$ cat src/rtl/channel_readout_serializer_if.sv
// Bundle between the channel-scan sequencer (master) and the readout serializer (slave).
// state_dbg mirrors the serializer FSM state so checkers can observe it directly.
interface channel_readout_serializer_if #(
    parameter int NUM_CH = 10,
    parameter int CNT_W  = 8,
    parameter int ADDR_W = 4
);
    logic [NUM_CH*CNT_W-1:0] ch_counts;
    logic [ADDR_W-1:0]       ch_addr;
    logic                    sl;
    logic                    shift_en;
    logic                    clr_ovr;
    logic                    sdo;
    logic                    frame;
    logic                    done;
    logic                    bad_addr;
    logic                    overrun;
    logic [1:0]              state_dbg;

    modport master (
        output ch_counts, ch_addr, sl, shift_en, clr_ovr,
        input  sdo, frame, done, bad_addr, overrun, state_dbg
    );

    modport slave (
        input  ch_counts, ch_addr, sl, shift_en, clr_ovr,
        output sdo, frame, done, bad_addr, overrun, state_dbg
    );
endinterface

$ cat src/rtl/channel_readout_serializer.sv
// Samples one channel count on sl and shifts {addr, count} MSB-first on sdo, paced by shift_en.
// Optional macro READOUT_PARITY_EN appends an even-parity bit after the count LSB.
module channel_readout_serializer #(
    parameter int NUM_CH = 10,
    parameter int CNT_W  = 8,
    parameter int ADDR_W = 4
) (
    input logic clk,
    input logic reset,
    channel_readout_serializer_if.slave bus
);
`ifdef READOUT_PARITY_EN
    localparam int FRAME_W = ADDR_W + CNT_W + 1;
`else
    localparam int FRAME_W = ADDR_W + CNT_W;
`endif
    localparam int CBW = $clog2(FRAME_W);

    // Handshake: sl is a single-cycle load request accepted only in IDLE (otherwise it
    // raises overrun); every cycle with shift_en high in SHIFT consumes the bit on sdo.
    typedef enum logic [1:0] {IDLE = 2'd0, SHIFT = 2'd1, DONE = 2'd2} state_t;

    state_t             state, state_n;
    logic [FRAME_W-1:0] shreg, shreg_n;
    logic [CBW-1:0]     bit_cnt, bit_cnt_n;
    logic [CNT_W-1:0]   sel_cnt;
    logic [FRAME_W-1:0] load_word;
    logic               addr_bad;
    logic               load;

    assign addr_bad = ({1'b0, bus.ch_addr} >= (ADDR_W+1)'(NUM_CH));

    // Out-of-range addresses fall through the loop and load a zero count.
    always_comb begin
        sel_cnt = '0;
        for (int i = 0; i < NUM_CH; i++) begin
            if (bus.ch_addr == ADDR_W'(i)) sel_cnt = bus.ch_counts[i*CNT_W +: CNT_W];
        end
    end

`ifdef READOUT_PARITY_EN
    assign load_word = {bus.ch_addr, sel_cnt, ^{bus.ch_addr, sel_cnt}};
`else
    assign load_word = {bus.ch_addr, sel_cnt};
`endif

    always_comb begin
        state_n   = state;
        shreg_n   = shreg;
        bit_cnt_n = bit_cnt;
        load      = 1'b0;
        case (state)
            IDLE: begin
                if (bus.sl) begin
                    load      = 1'b1;
                    shreg_n   = load_word;
                    bit_cnt_n = CBW'(FRAME_W - 1);
                    state_n   = SHIFT;
                end
            end
            SHIFT: begin
                if (bus.shift_en) begin
                    if (bit_cnt == '0) begin
                        state_n = DONE;
                    end else begin
                        shreg_n   = {shreg[FRAME_W-2:0], 1'b0};
                        bit_cnt_n = bit_cnt - CBW'(1);
                    end
                end
            end
            DONE:    state_n = IDLE;
            default: state_n = IDLE;
        endcase
    end

    // Outputs are registered from next-state values so they line up with the state change.
    always_ff @(posedge clk or posedge reset) begin
        if (reset) begin
            state        <= IDLE;
            shreg        <= '0;
            bit_cnt      <= '0;
            bus.sdo      <= 1'b0;
            bus.frame    <= 1'b0;
            bus.done     <= 1'b0;
            bus.bad_addr <= 1'b0;
            bus.overrun  <= 1'b0;
        end else begin
            state        <= state_n;
            shreg        <= shreg_n;
            bit_cnt      <= bit_cnt_n;
            bus.sdo      <= (state_n == SHIFT) ? shreg_n[FRAME_W-1] : 1'b0;
            bus.frame    <= (state_n == SHIFT);
            bus.done     <= (state_n == DONE);
            bus.bad_addr <= load & addr_bad;
            if (bus.sl && state != IDLE) bus.overrun <= 1'b1;
            else if (bus.clr_ovr)        bus.overrun <= 1'b0;
        end
    end

    assign bus.state_dbg = state;
endmodule

$ cat src/flat_wrapper.sv
// flat-port wrapper written by rule: the top's interface ports become plain ports
module channel_readout_serializer_flat 
#(
    parameter int NUM_CH = 10,
    parameter int CNT_W  = 8,
    parameter int ADDR_W = 4
)
  (clk, reset, bus_ch_counts, bus_ch_addr, bus_sl, bus_shift_en, bus_clr_ovr, bus_sdo, bus_frame, bus_done, bus_bad_addr, bus_overrun, bus_state_dbg);
  channel_readout_serializer_if #(.NUM_CH(NUM_CH), .CNT_W(CNT_W), .ADDR_W(ADDR_W)) bus_i ();
  input logic clk;
  input logic reset;
  input wire logic [$bits(bus_i.ch_counts)-1:0] bus_ch_counts;
  input wire logic [$bits(bus_i.ch_addr)-1:0] bus_ch_addr;
  input wire logic [$bits(bus_i.sl)-1:0] bus_sl;
  input wire logic [$bits(bus_i.shift_en)-1:0] bus_shift_en;
  input wire logic [$bits(bus_i.clr_ovr)-1:0] bus_clr_ovr;
  output wire logic [$bits(bus_i.sdo)-1:0] bus_sdo;
  output wire logic [$bits(bus_i.frame)-1:0] bus_frame;
  output wire logic [$bits(bus_i.done)-1:0] bus_done;
  output wire logic [$bits(bus_i.bad_addr)-1:0] bus_bad_addr;
  output wire logic [$bits(bus_i.overrun)-1:0] bus_overrun;
  output wire logic [$bits(bus_i.state_dbg)-1:0] bus_state_dbg;
  assign bus_i.ch_counts = bus_ch_counts;
  assign bus_i.ch_addr = bus_ch_addr;
  assign bus_i.sl = bus_sl;
  assign bus_i.shift_en = bus_shift_en;
  assign bus_i.clr_ovr = bus_clr_ovr;
  assign bus_sdo = bus_i.sdo;
  assign bus_frame = bus_i.frame;
  assign bus_done = bus_i.done;
  assign bus_bad_addr = bus_i.bad_addr;
  assign bus_overrun = bus_i.overrun;
  assign bus_state_dbg = bus_i.state_dbg;
  channel_readout_serializer #(.NUM_CH(NUM_CH), .CNT_W(CNT_W), .ADDR_W(ADDR_W)) u_core (.clk(clk), .reset(reset), .bus(bus_i));
endmodule
$ cat config.mk
export PLATFORM = sky130hd
export DESIGN_NAME = channel_readout_serializer_flat
export DESIGN_NICKNAME = d
export VERILOG_FILES = /design/src/rtl/channel_readout_serializer_if.sv /design/src/rtl/channel_readout_serializer.sv /design/src/flat_wrapper.sv
export SDC_FILE = /design/constraint.sdc
export NUM_CORES = 1
export LEC_CHECK = 0
export CAP_MARGIN = 20
export CELL_PAD_IN_SITES_DETAIL_PLACEMENT = 0
export CELL_PAD_IN_SITES_GLOBAL_PLACEMENT = 1
export CORE_MARGIN = 5
export CORE_UTILIZATION = 29
export DETAILED_ROUTE_END_ITERATION = 7
export GPL_ROUTABILITY_DRIVEN = 0
export PLACE_DENSITY = 0.91
export SYNTH_ARGS = -nofsm -noshare
export SYNTH_HDL_FRONTEND = slang
export SYNTH_SLANG_ARGS = --single-unit
export TNS_END_PERCENT = 30
$ cat constraint.sdc
create_clock -name clk -period 2.1 [get_ports clk]
set_input_delay 0.315 -clock clk [delete_from_list [all_inputs] [get_ports clk]]
set_output_delay 0.315 -clock clk [all_outputs]
set_load 0.01 [all_outputs]
==> results by group, run 1 <==
Status
  • Status: completed

Critical path
  • Endpoint class of the critical path: flip-flop
  • Worst Path Required: about 2.2 ns
  • Crit-path cells: inv_1 -> ha_1 -> or3b_4 -> nor3b_4 -> buf_12 -> a2111oi_0 -> a21oi_1
  • Startpoint Class: flip-flop
  • Top delay family on crit path: simple AND/OR/NAND/NOR gates
  • Buf/Inv on CP: 2
  • Worst Path Arrival: 2.17 ns
  • CP max-delay cell: dfrtp_1
  • Largest stage delay, worst path: roughly 0.4 ns
  • CP Max Fanout: 21
  • Crit Path Class: flip-flop to flip-flop

Placed design
  • Post-DP Area: around 3000 um2
  • Port Buffers: 95
  • DP Wirelength: about 4900 um

Power
  • Pwr dens: approximately 620 nW/um2
  • Clk network pwr share: 14.2%
  • VDD IR max: 0.255 mV
  • Net Sw Frac: roughly 35%
  • Int Power: approximately 1300 uW
  • Pwr Total: about 1900 uW
  • Leak: 0.00124 uW
  • Combinational power share: 48.7%
  • P_sw: 665 uW
  • Seq pwr share: roughly 37%

Route
  • WL per Instance: between 10 and 15 um
  • Vias per std cell: about 5.1
  • Total iterations of the first detailed-routing run: 4
  • Initial drt markers: slightly below 80
  • Number of remaining DRC errors: 0
  • Vias: between 2,000 and 2,500
  • Antenna Nets Post-Route: 0
  • Total Wirelength: between 5000 and 6000 um

Floorplanning
  • Core area: between 6000 and 7000 um2
  • Die X: just over 90 um
  • Die height: just over 90 um
  • Die area: approximately 8600 um2
  • IO Count: 96
  • Initial core utilization: between 20% and 30%
  • Cell Rows: 30

Clock tree
  • Setup Buffers After CTS: 0
  • Clk_lat worst skew: approximately 0.26 ns
  • Clock root cell: clkbuf_8
  • Clk slew on worst S/H paths: ~0.080 ns
  • CTS HTree Levels: 1
  • # clock sinks: 23
  • CTS buffer count: 3
  • CTS max path bufs: 2
  • CTS tree: yes

Timing
  • Slew Limit Fails: 0
  • Hold WS: about 0.39 ns
  • RSZ-0062 raised after global routing: true
  • Period Utilization, post-route: between 90% and 100%
  • Setup TNS: 0 ns
  • Worst-Margin Slew: between 0.4 and 0.5 ns
  • Slew headroom: ~71%
  • Minimum clock period: 2.03 ns
  • Final hold violation count: 0
  • Fmax: between 400 and 500 MHz
  • Clock skew: just under 0.003 ns
  • # setup viols final: 0

Global routing
  • Global route overflow: 0
  • First-pass GRT wire length: roughly 10000 um
  • Largest net degree at the start of global routing: 30
  • Vias in the first global route: between 2,000 and 2,500
  • Initial antenna violation count: 0
  • Total track usage: 13.8%

Yosys
  • Mean Syn Cell Area: around 9 um2
  • Synthesized netlist cell count: about 220
  • Mapped Nets: about 320
  • Synthesis Warnings: 0
  • Leading area contributor after synthesis: dfrtp_1
  • Post-synth design cell area: between 1500 and 2000 um2
  • Yosys reg bits: 23
  • Post-synthesis sequential area ratio: about 30%
  • Post-synth top area share: 29.2%
  • Largest cells by area after synthesis: dfrtp_1, mux2i_1, a21oi_1, o21a_1, mux2_2
  • Distinct cells, synth: between 40 and 50

Layout
  • Fin util: 46.1%
  • Layout Area Growth over Synthesis: 57.0%
  • # nets final: around 400
  • Fillers: 650
  • Design Area, Final: 3100 um2
  • Share of layout cells above drive strength 1: around an eighth
  • Ant diodes: 0

Hold path
  • Worst Hold Class: primary input to asynchronous set/reset pin

Flow run
  • Max Cap Viol: 0
synthesized netlist by cell type, drive strengths merged:
library cell	instances
a2111oi	7
a211o	1
a211oi	8
a21oi	32
a221oi	8
a222oi	3
a22o	1
a22oi	1
a31oi	1
and2	2
buf	13
clkbuf	7
dfrtp	23
ha	2
inv	7
mux2	7
mux2i	17
nand2	8
nand2b	9
nor2	19
nor2b	2
nor3	4
nor3b	3
o211ai	1
o21a	14
o21ai	10
o22ai	1
o2bb2ai	7
or2	2
or3	1
or3b	1
xnor2	2
cell usage in the layout, fill, tap and decap left out, types with 8 or more instances in the layout:
| master | Yosys | routed |
|---|---|---|
| a221oi_1 | 8 | 8 |
| nand2_1 | 8 | 8 |
| mux2i_1 | 17 | 17 |
| o21ai_0 | 10 | 10 |
| clkdlybuf4s50_1 | 0 | 93 |
| nand2b_1 | 9 | 9 |
| nor2_1 | 18 | 18 |
| o21a_1 | 14 | 14 |
| a21oi_1 | 32 | 32 |
| dfrtp_1 | 23 | 23 |
| a211oi_1 | 8 | 8 |
| buf_4 | 1 | 12 |
timing repair:
action                     4_1_cts  5_1_grt
setup endpoints to repair        0        6
resized for setup                0        2
hold buffers                     0        0
worst reg2reg max path, cell delays in order, from the launching register on:
cell and delay (ns):
dfrtp_1 0.41, inv_1 0.09, ha_1 0.13, or3b_4 0.41, nor3b_4 0.18, buf_12 0.17
a2111oi_0 0.39, a21oi_1 0.12
cells by family (layout without fill, tap and decap cells):
| group | count (synthesis) | after routing | synth area share [%] |
|---|---|---|---|
| AOI/OAI and AO/OA | 95 | 95 | 34.0 |
| xor gates and xnor gates | 2 | 2 | 0.887 |
| adders and majority gates | 2 | 2 | 1.27 |
| buffers and inverters | 27 | 121 | 7.48 |
| DFF | 23 | 23 | 29.2 |
| muxes | 24 | 24 | 12.6 |
| and+or+nand+nor | 51 | 51 | 14.6 |
state kept, by name, indices dropped and copies added, names as in the netlist:
register              count
u_core.bus.bad_addr       1
u_core.bus.sdo            1
u_core.bit_cnt            4
u_core.shreg             12
u_core.bus.overrun        1
u_core.bus.state_dbg      2
u_core.bus.frame          1
u_core.bus.done           1
layer usage:
metal	track usage (%)	share of wire, %	vias to the layer above
li1	-	-	1031
met1	18.2	45	912
met2	23.0	46	75
met3	3.82	8.8	6
met4	1.86	0.45	0
met5	0	0	-
per-stage QoR:
step / cells / worst slack [ns]
6_report: 398 / 0.0691
5_1_grt: 398 / -0.0263
4_1_cts: 398 / 0.0675
3_5_place_dp: 394 / 0.0838
3_3_place_gp: 394 / 0.142
2_1_floorplan: 224 / 0.190
final timing paths:
| kind | cells past startpoint | slack (ns) | from | endpoint |
|---|---|---|---|---|
| max | 7 | 0.07 | u_core.bit_cnt[0] | u_core.shreg[4] |
| min | 3 | 0.39 | reset | u_core.bus.sdo |
| max reg2reg | 7 | 0.07 | u_core.bit_cnt[0] | u_core.shreg[4] |
| min reg2reg | 2 | 0.50 | u_core.shreg[8] | u_core.shreg[9] |
| max in group asynchronous | 3 | 1.47 | reset | u_core.shreg[4] |
| min in group clk | 3 | 0.49 | bus_ch_addr[1] | u_core.bus.bad_addr |
power by group through the flow:
stage	logic (uW)	clock network, uW	registers [uW]
after floorplan	597	0	697
after global placement	911	0	708
after detailed placement	929	0	716
after CTS	935	282	708
after global routing	1040	303	733
final	937	274	712
cell type report:
| cell class | count | area (um2) | share of cell area [%] |
|---|---|---|---|
| repair buffers | 110 | 1090 | 35.2 |
| multi-input cells | 174 | 1260 | 40.7 |
| flip-flops and latches | 23 | 576 | 18.6 |
| well taps | 80 | 100 | 3.23 |
| inverters | 7 | 26.3 | 0.848 |
| clock buffers | 4 | 45.0 | 1.45 |
(Power assumes the default switching activity.)
==> run 2, diff against run 1 <==
==> constraint.sdc (replaced) <==
create_clock -name clk -period 2.1 [get_ports clk]
set_input_delay 0.42 -clock clk [delete_from_list [all_inputs] [get_ports clk]]
set_output_delay 0.42 -clock clk [all_outputs]
set_load 0.01 [all_outputs]
==> results by group, run 2 (synthesis results as in run 1) <==
Status
  • Status: completed

Clock tree
  • Setup Buffers After CTS: 0 (unchanged)
  • Post-CTS sizing: 0 (unchanged)
  • CTS tree: yes
  • Cts hold-fix bufs: 0 (unchanged)
  • CTS buffer count: 3 (unchanged)
  • Clock root cell: clkbuf_8
  • Clk_lat worst skew: 0.26 ns (about the same)
  • Clk slew on worst S/H paths: 0.08 ns (about the same)
  • CTS max path bufs: 2 (unchanged)
  • CTS HTree Levels: 1 (unchanged)
  • # clock sinks: 23 (unchanged)

Critical path
  • Largest stage delay, worst path: 0.41 ns (about the same)
  • CP Max Fanout: 21 (unchanged)
  • Crit Path Class: flip-flop to flip-flop
  • Endpoint class of the critical path: flip-flop
  • Crit-path cells: inv_1 -> ha_1 -> or3b_4 -> nor3b_4 -> buf_12 -> a2111oi_1 -> a21oi_1
  • CP max-delay cell: dfrtp_1
  • Worst Path Required: 2.24 ns (about the same)
  • Worst Path Arrival: 2.15 ns (-0.02 ns)
  • Startpoint Class: flip-flop

Timing
  • Clock skew: 0.00151 ns (-0.00143 ns)
  • Minimum clock period: 2.02 ns (-0.0154 ns)
  • Worst-Margin Slew: 0.389 ns (-0.0404 ns)
  • Final hold violation count: 0 (unchanged)
  • Slew Limit Fails: 0 (unchanged)
  • Period Utilization, post-route: 96.0% (-0.74 points)
  • Hold WS: 0.491 ns (+0.0982 ns)
  • Worst setup margin: 0.0846 ns (+0.0154 ns)
  • Slew headroom: 74.1% (+2.7 points)
  • # setup viols final: 0 (unchanged)
  • Fmax: 496 MHz (+0.77%)

Layout
  • Largest register by flop count: u_core.shreg
  • Max FFs per register: 12 (unchanged)
  • Ant diodes: 0 (unchanged)
  • Most frequent cells in the layout: clkdlybuf4s50_1, a21oi_1, dfrtp_1, nor2_1, mux2i_1
  • Share of layout cells above drive strength 1: 13.4% (+1.2 points)
  • Most common cell after layout, fill and taps aside: clkdlybuf4s50_1
  • # nets final: 412 (+0.49%)
  • Layout Area Growth over Synthesis: 58.9%
  • Post-Layout Cell Count: 400 (+0.50%)
  • Fillers: 639 (-1.7%)

Placed design
  • Placed Cells: 396 (+0.51%)
  • DP Wirelength: 4810 um (-2.1%)
  • Pre-CTS setup slack: 0.000526 ns (-0.0833 ns)
  • Port Buffers: 95 (unchanged)

Power
  • VDD IR max: 0.228 mV (-11%)
  • Clk network pwr share: 14.0% (-0.2 points)
  • P_sw: 668 uW (+0.46%)
  • Seq pwr share: 36.7% (-0.3 points)
  • Combinational power share: 49.3% (+0.6 points)
  • Net Sw Frac: 34.5% (-0.041 points)
  • Pwr dens: 616 nW/um2 (-0.66%)
  • Leak: 0.00126 uW (+1.4%)
  • Pwr Total: 1930 uW (+0.58%)
  • Int Power: 1270 uW (+0.65%)

Floorplanning
  • Die height: 92.5 um (unchanged)
  • Cell Rows: 30 (unchanged)
  • Die X: 92.5 um (unchanged)
  • IO Count: 96 (unchanged)
  • Core area: 6720 um2 (unchanged)
  • Die area: 8560 um2 (unchanged)
  • Initial core utilization: 29.4% (unchanged)

Route
  • WL per Instance: 14.8 um (-1.3%)
  • Number of remaining DRC errors: 0 (unchanged)
  • Vias per std cell: 5.06 (-0.60%)
  • Total iterations of the first detailed-routing run: 4 (unchanged)
  • Total Wirelength: 5910 um (-0.76%)
  • Initial drt markers: 74 (-5.1%)
  • Antenna Nets Post-Route: 0 (unchanged)
  • Vias: 2,022 (-0.099%)

Global routing
  • First-pass GRT wire length: 9440 um (-3.7%)
  • Global route overflow: 0 (unchanged)
  • Largest net degree at the start of global routing: 36 (+20%)
  • Initial antenna violation count: 0 (unchanged)
  • Total track usage: 13.3% (-0.50 points)
  • Vias in the first global route: 2,023 (-1.3%)

Hold path
  • Worst Hold Class: flip-flop to flip-flop

Flow run
  • Max Cap Viol: 0 (unchanged)
-- run 2: worst paths after layout --
kind	to	slack [ns]	from	cells past startpoint
min	u_core.bit_cnt[0]	0.49	u_core.bit_cnt[0]	1
max in group asynchronous	u_core.bus.done	1.37	reset	3
max	u_core.shreg[4]	0.08	u_core.bit_cnt[0]	7
min reg2reg	u_core.bit_cnt[0]	0.49	u_core.bit_cnt[0]	1
min in group asynchronous	u_core.bus.sdo	0.50	reset	3
max reg2reg	u_core.shreg[4]	0.08	u_core.bit_cnt[0]	7
-- run 2: worst max-delay path, delay by kind of cell (launching register included) --
family,cells,cell delay [ns]
and+or+nand+nor,2,0.59
AOI/OAI and AO/OA,2,0.50
DFF,1,0.41
buffers and inverters,2,0.26
adders and majority gates,1,0.13
-- run 2: power by group through the flow --
stage	combinational [uW]	clock, uW	sequential [uW]
2_1_floorplan	597	0	697
3_3_place_gp	916	0	712
3_5_place_dp	929	0	715
4_1_cts	937	280	706
5_1_grt	1050	299	727
6_report	953	271	710
-- run 2: area by class of cell --
type	count	area [um2]	area share, %
Tap cell	80	100	3.19
Clock buffer	4	45.0	1.44
Sequential cell	23	576	18.3
Multi-Input combinational cell	174	1270	40.6
Inverter	7	26.3	0.837
Timing Repair Buffer	112	1120	35.6
-- run 2: layer usage --
| layer | share of wire [%] | routed length [um] | global-route usage, % | vias to the layer above |
|---|---|---|---|---|
| met2 | 47 | 2780 | 22.4 | 67 |
| met3 | 8.3 | 489 | 3.74 | 2 |
| li1 | - | - | - | 1036 |
| met5 | 0 | 0 | 0 | - |
| met1 | 45 | 2630 | 17.5 | 917 |
| met4 | 0.15 | 9 | 1.49 | 0 |
-- run 2: per-stage QoR --
step,area [um2],util (%),TNS [ns]
2_1_floorplan,1970,-,0
3_3_place_gp,3070,45.7,0
3_5_place_dp,3070,45.7,0
4_1_cts,3120,46.4,0
5_1_grt,3140,46.7,-0.00353
6_report,3140,46.7,0
==> run 3, diff against run 2 <==
--- a/config.mk
+++ b/config.mk
@@ -8,11 +8,12 @@
 export CAP_MARGIN = 20
 export CELL_PAD_IN_SITES_DETAIL_PLACEMENT = 0
 export CELL_PAD_IN_SITES_GLOBAL_PLACEMENT = 1
-export CORE_MARGIN = 5
-export CORE_UTILIZATION = 29
+export CORE_MARGIN = 8
+export CORE_UTILIZATION = 25
 export DETAILED_ROUTE_END_ITERATION = 7
+export DONT_BUFFER_PORTS = 1
 export GPL_ROUTABILITY_DRIVEN = 0
-export PLACE_DENSITY = 0.91
+export PLACE_DENSITY = 0.59
 export SYNTH_ARGS = -nofsm -noshare
 export SYNTH_HDL_FRONTEND = slang
 export SYNTH_SLANG_ARGS = --single-unit
==> results by group, run 3 (synthesis results as in run 1) <==
Layout
  • Most frequent cells in the layout: a21oi_1, dfrtp_1, nor2_1, mux2i_1, o21a_1
  • Multi-input gate area: 1280 um2 (+0.79%)
  • # nets final: 307 (-25%)
  • Fillers: 851 (+33%)
  • Largest register by flop count: u_core.shreg
  • Share of layout cells above drive strength 1: 14.0% (+0.52 points)
  • Most common cell after layout, fill and taps aside: a21oi_1
  • Layout Area Growth over Synthesis: 7.10%
  • FF/Latch Area: 576 um2 (unchanged)
  • Max FFs per register: 12 (unchanged)
  • Design Area, Final: 2110 um2 (-33%)
  • Ant diodes: 0 (unchanged)

Route
  • Vias: 1,718 (-15%)
  • Total Wirelength: 6240 um (+5.5%)
  • WL per Instance: 19.7 um (+33%)
  • Initial drt markers: 107 (+45%)
  • Number of remaining DRC errors: 0 (unchanged)
  • Vias per std cell: 5.42 (+7.2%)
  • Total iterations of the first detailed-routing run: 5 (+1)
  • Antenna Nets Post-Route: 0 (unchanged)

Critical path
  • CP Max Fanout: 19 (-9.5%)
  • R2r endpoint: u_core.shreg[5]
  • Worst r2r src: u_core.bit_cnt[0]
  • Worst Path Required: 2.25 ns (about the same)
  • Reg2Reg Setup Slack: 0.08 ns (about the same)
  • Worst Path Arrival: 2.17 ns (+0.02 ns)
  • Endpoint class of the critical path: flip-flop
  • Crit Path Class: flip-flop to flip-flop
  • Path depth of the worst reg2reg path: 8 (+1)
  • Startpoint Class: flip-flop

Global routing
  • Total track usage: 10.8% (-2.5 points)
  • First-pass GRT wire length: 9720 um (+2.9%)
  • Vias in the first global route: 1,787 (-12%)
  • Largest net degree at the start of global routing: 53 (+47%)
  • Initial antenna violation count: 0 (unchanged)
  • Global route overflow: 0 (unchanged)

Timing
  • Worst-Margin Slew: 0.724 ns (+0.334 ns)
  • Period Utilization, post-route: 96.2% (+0.23 points)
  • Hold WS: 0.0727 ns (-0.418 ns)
  • Slew Limit Fails: 0 (unchanged)
  • Minimum clock period: 2.02 ns (+0.00485 ns)
  • RSZ-0062 raised after global routing: true
  • Final hold violation count: 0 (unchanged)
  • Fmax: 495 MHz (-0.24%)
  • # setup viols final: 0 (unchanged)
  • Slew headroom: 51.5% (-23 points)
  • Clock skew: 0.00425 ns (+0.00275 ns)
  • Setup TNS: 0 ns (unchanged)

Power
  • Leak: 0.000828 uW (-34%)
  • VDD IR max: 0.280 mV (+23%)
  • Pwr Total: 1690 uW (-12%)
  • Pwr dens: 801 nW/um2 (+30%)

Floorplanning
  • Die X: 105 um (+13%)
  • IO Count: 96 (unchanged)
  • Die height: 105 um (+13%)
  • Die area: 11,000 um2 (+29%)
  • Cell Rows: 32 (+6.7%)
  • Core area: 7690 um2 (+14%)
  • Initial core utilization: 25.7% (-3.7 points)

Clock tree
  • CTS HTree Levels: 1 (unchanged)
  • CTS max path bufs: 2 (unchanged)
  • Clk_lat worst skew: 0.27 ns (about the same)
  • CTS buffer count: 3 (unchanged)
  • CTS tree: yes
  • Clk slew on worst S/H paths: 0.09 ns (about the same)
  • Clock root cell: clkbuf_8
  • # clock sinks: 23 (unchanged)

Placed design
  • Post-DP Area: 2040 um2 (-34%)
  • Port Buffers: 0 (-100%)
  • DP Wirelength: 4830 um (+0.38%)

Status
  • Status: completed

Hold path
  • Worst Hold Class: primary input to asynchronous set/reset pin

Flow run
  • Max Cap Viol: 0 (unchanged)
[run 3: timing repair]
action,in CTS,in global routing
buffers inserted,0,0
gates resized for setup,0,4
hold buffers,0,0
cloned,1,0
setup endpoints to repair,3,4
[run 3: how the worst max path moves through the flow]
| stage | to | start | cells after the start | slack (ns) |
|---|---|---|---|---|
| 6_report | u_core.shreg[5] | u_core.bit_cnt[0] | 8 | 0.08 |
| 5_1_grt | u_core.shreg[5] | u_core.bit_cnt[0] | 6 | -0.009 |
| 4_1_cts | u_core.shreg[5] | u_core.bit_cnt[0] | 8 | 0.09 |
| 3_5_place_dp | u_core.bus.sdo | u_core.bit_cnt[0] | 6 | -0.08 |
| 3_3_place_gp | u_core.bus.sdo | u_core.bit_cnt[0] | 6 | -0.005 |
| 2_1_floorplan | u_core.shreg[10] | u_core.bit_cnt[0] | 9 | 0.19 |
[run 3: layer usage]
layer	vias to the layer above	track usage [%]	wire, um
li1	829	-	-
met1	807	14.0	2900
met2	75	16.4	2720
met3	7	4.91	556
met4	0	1.94	55
met5	-	0	0
[run 3: critical path, cell delays in order, from the launching register on]
cell	delay, ns
dfrtp_1	0.39
inv_1	0.08
ha_1	0.18
or3b_4	0.28
a31oi_4	0.11
or2_1	0.26
buf_12	0.17
a2111oi_1	0.30
a21oi_1	0.12
[run 3: power breakdown]
group	internal [uW]	switching, uW
clock	136	150
combinational	336	338
sequential	593	141
[run 3: final cells by class]
cell class                 count  area share (%)
inverter                       7            1.24
multi-input combinational    175            60.7
clock buffer                   4            2.13
sequential                    23            27.2
tap                          102            6.04
timing repair buffer           6            2.72
[run 3: through the flow]
stage / utilization, % / std cells / worst slack, ns
after floorplan: - / 224 / 0.190
after global placement: 26.5 / 312 / -0.00541
after detailed placement: 26.5 / 312 / -0.0804
after CTS: 27.3 / 317 / 0.0851
after global routing: 27.5 / 317 / -0.00862
final: 27.5 / 317 / 0.0797
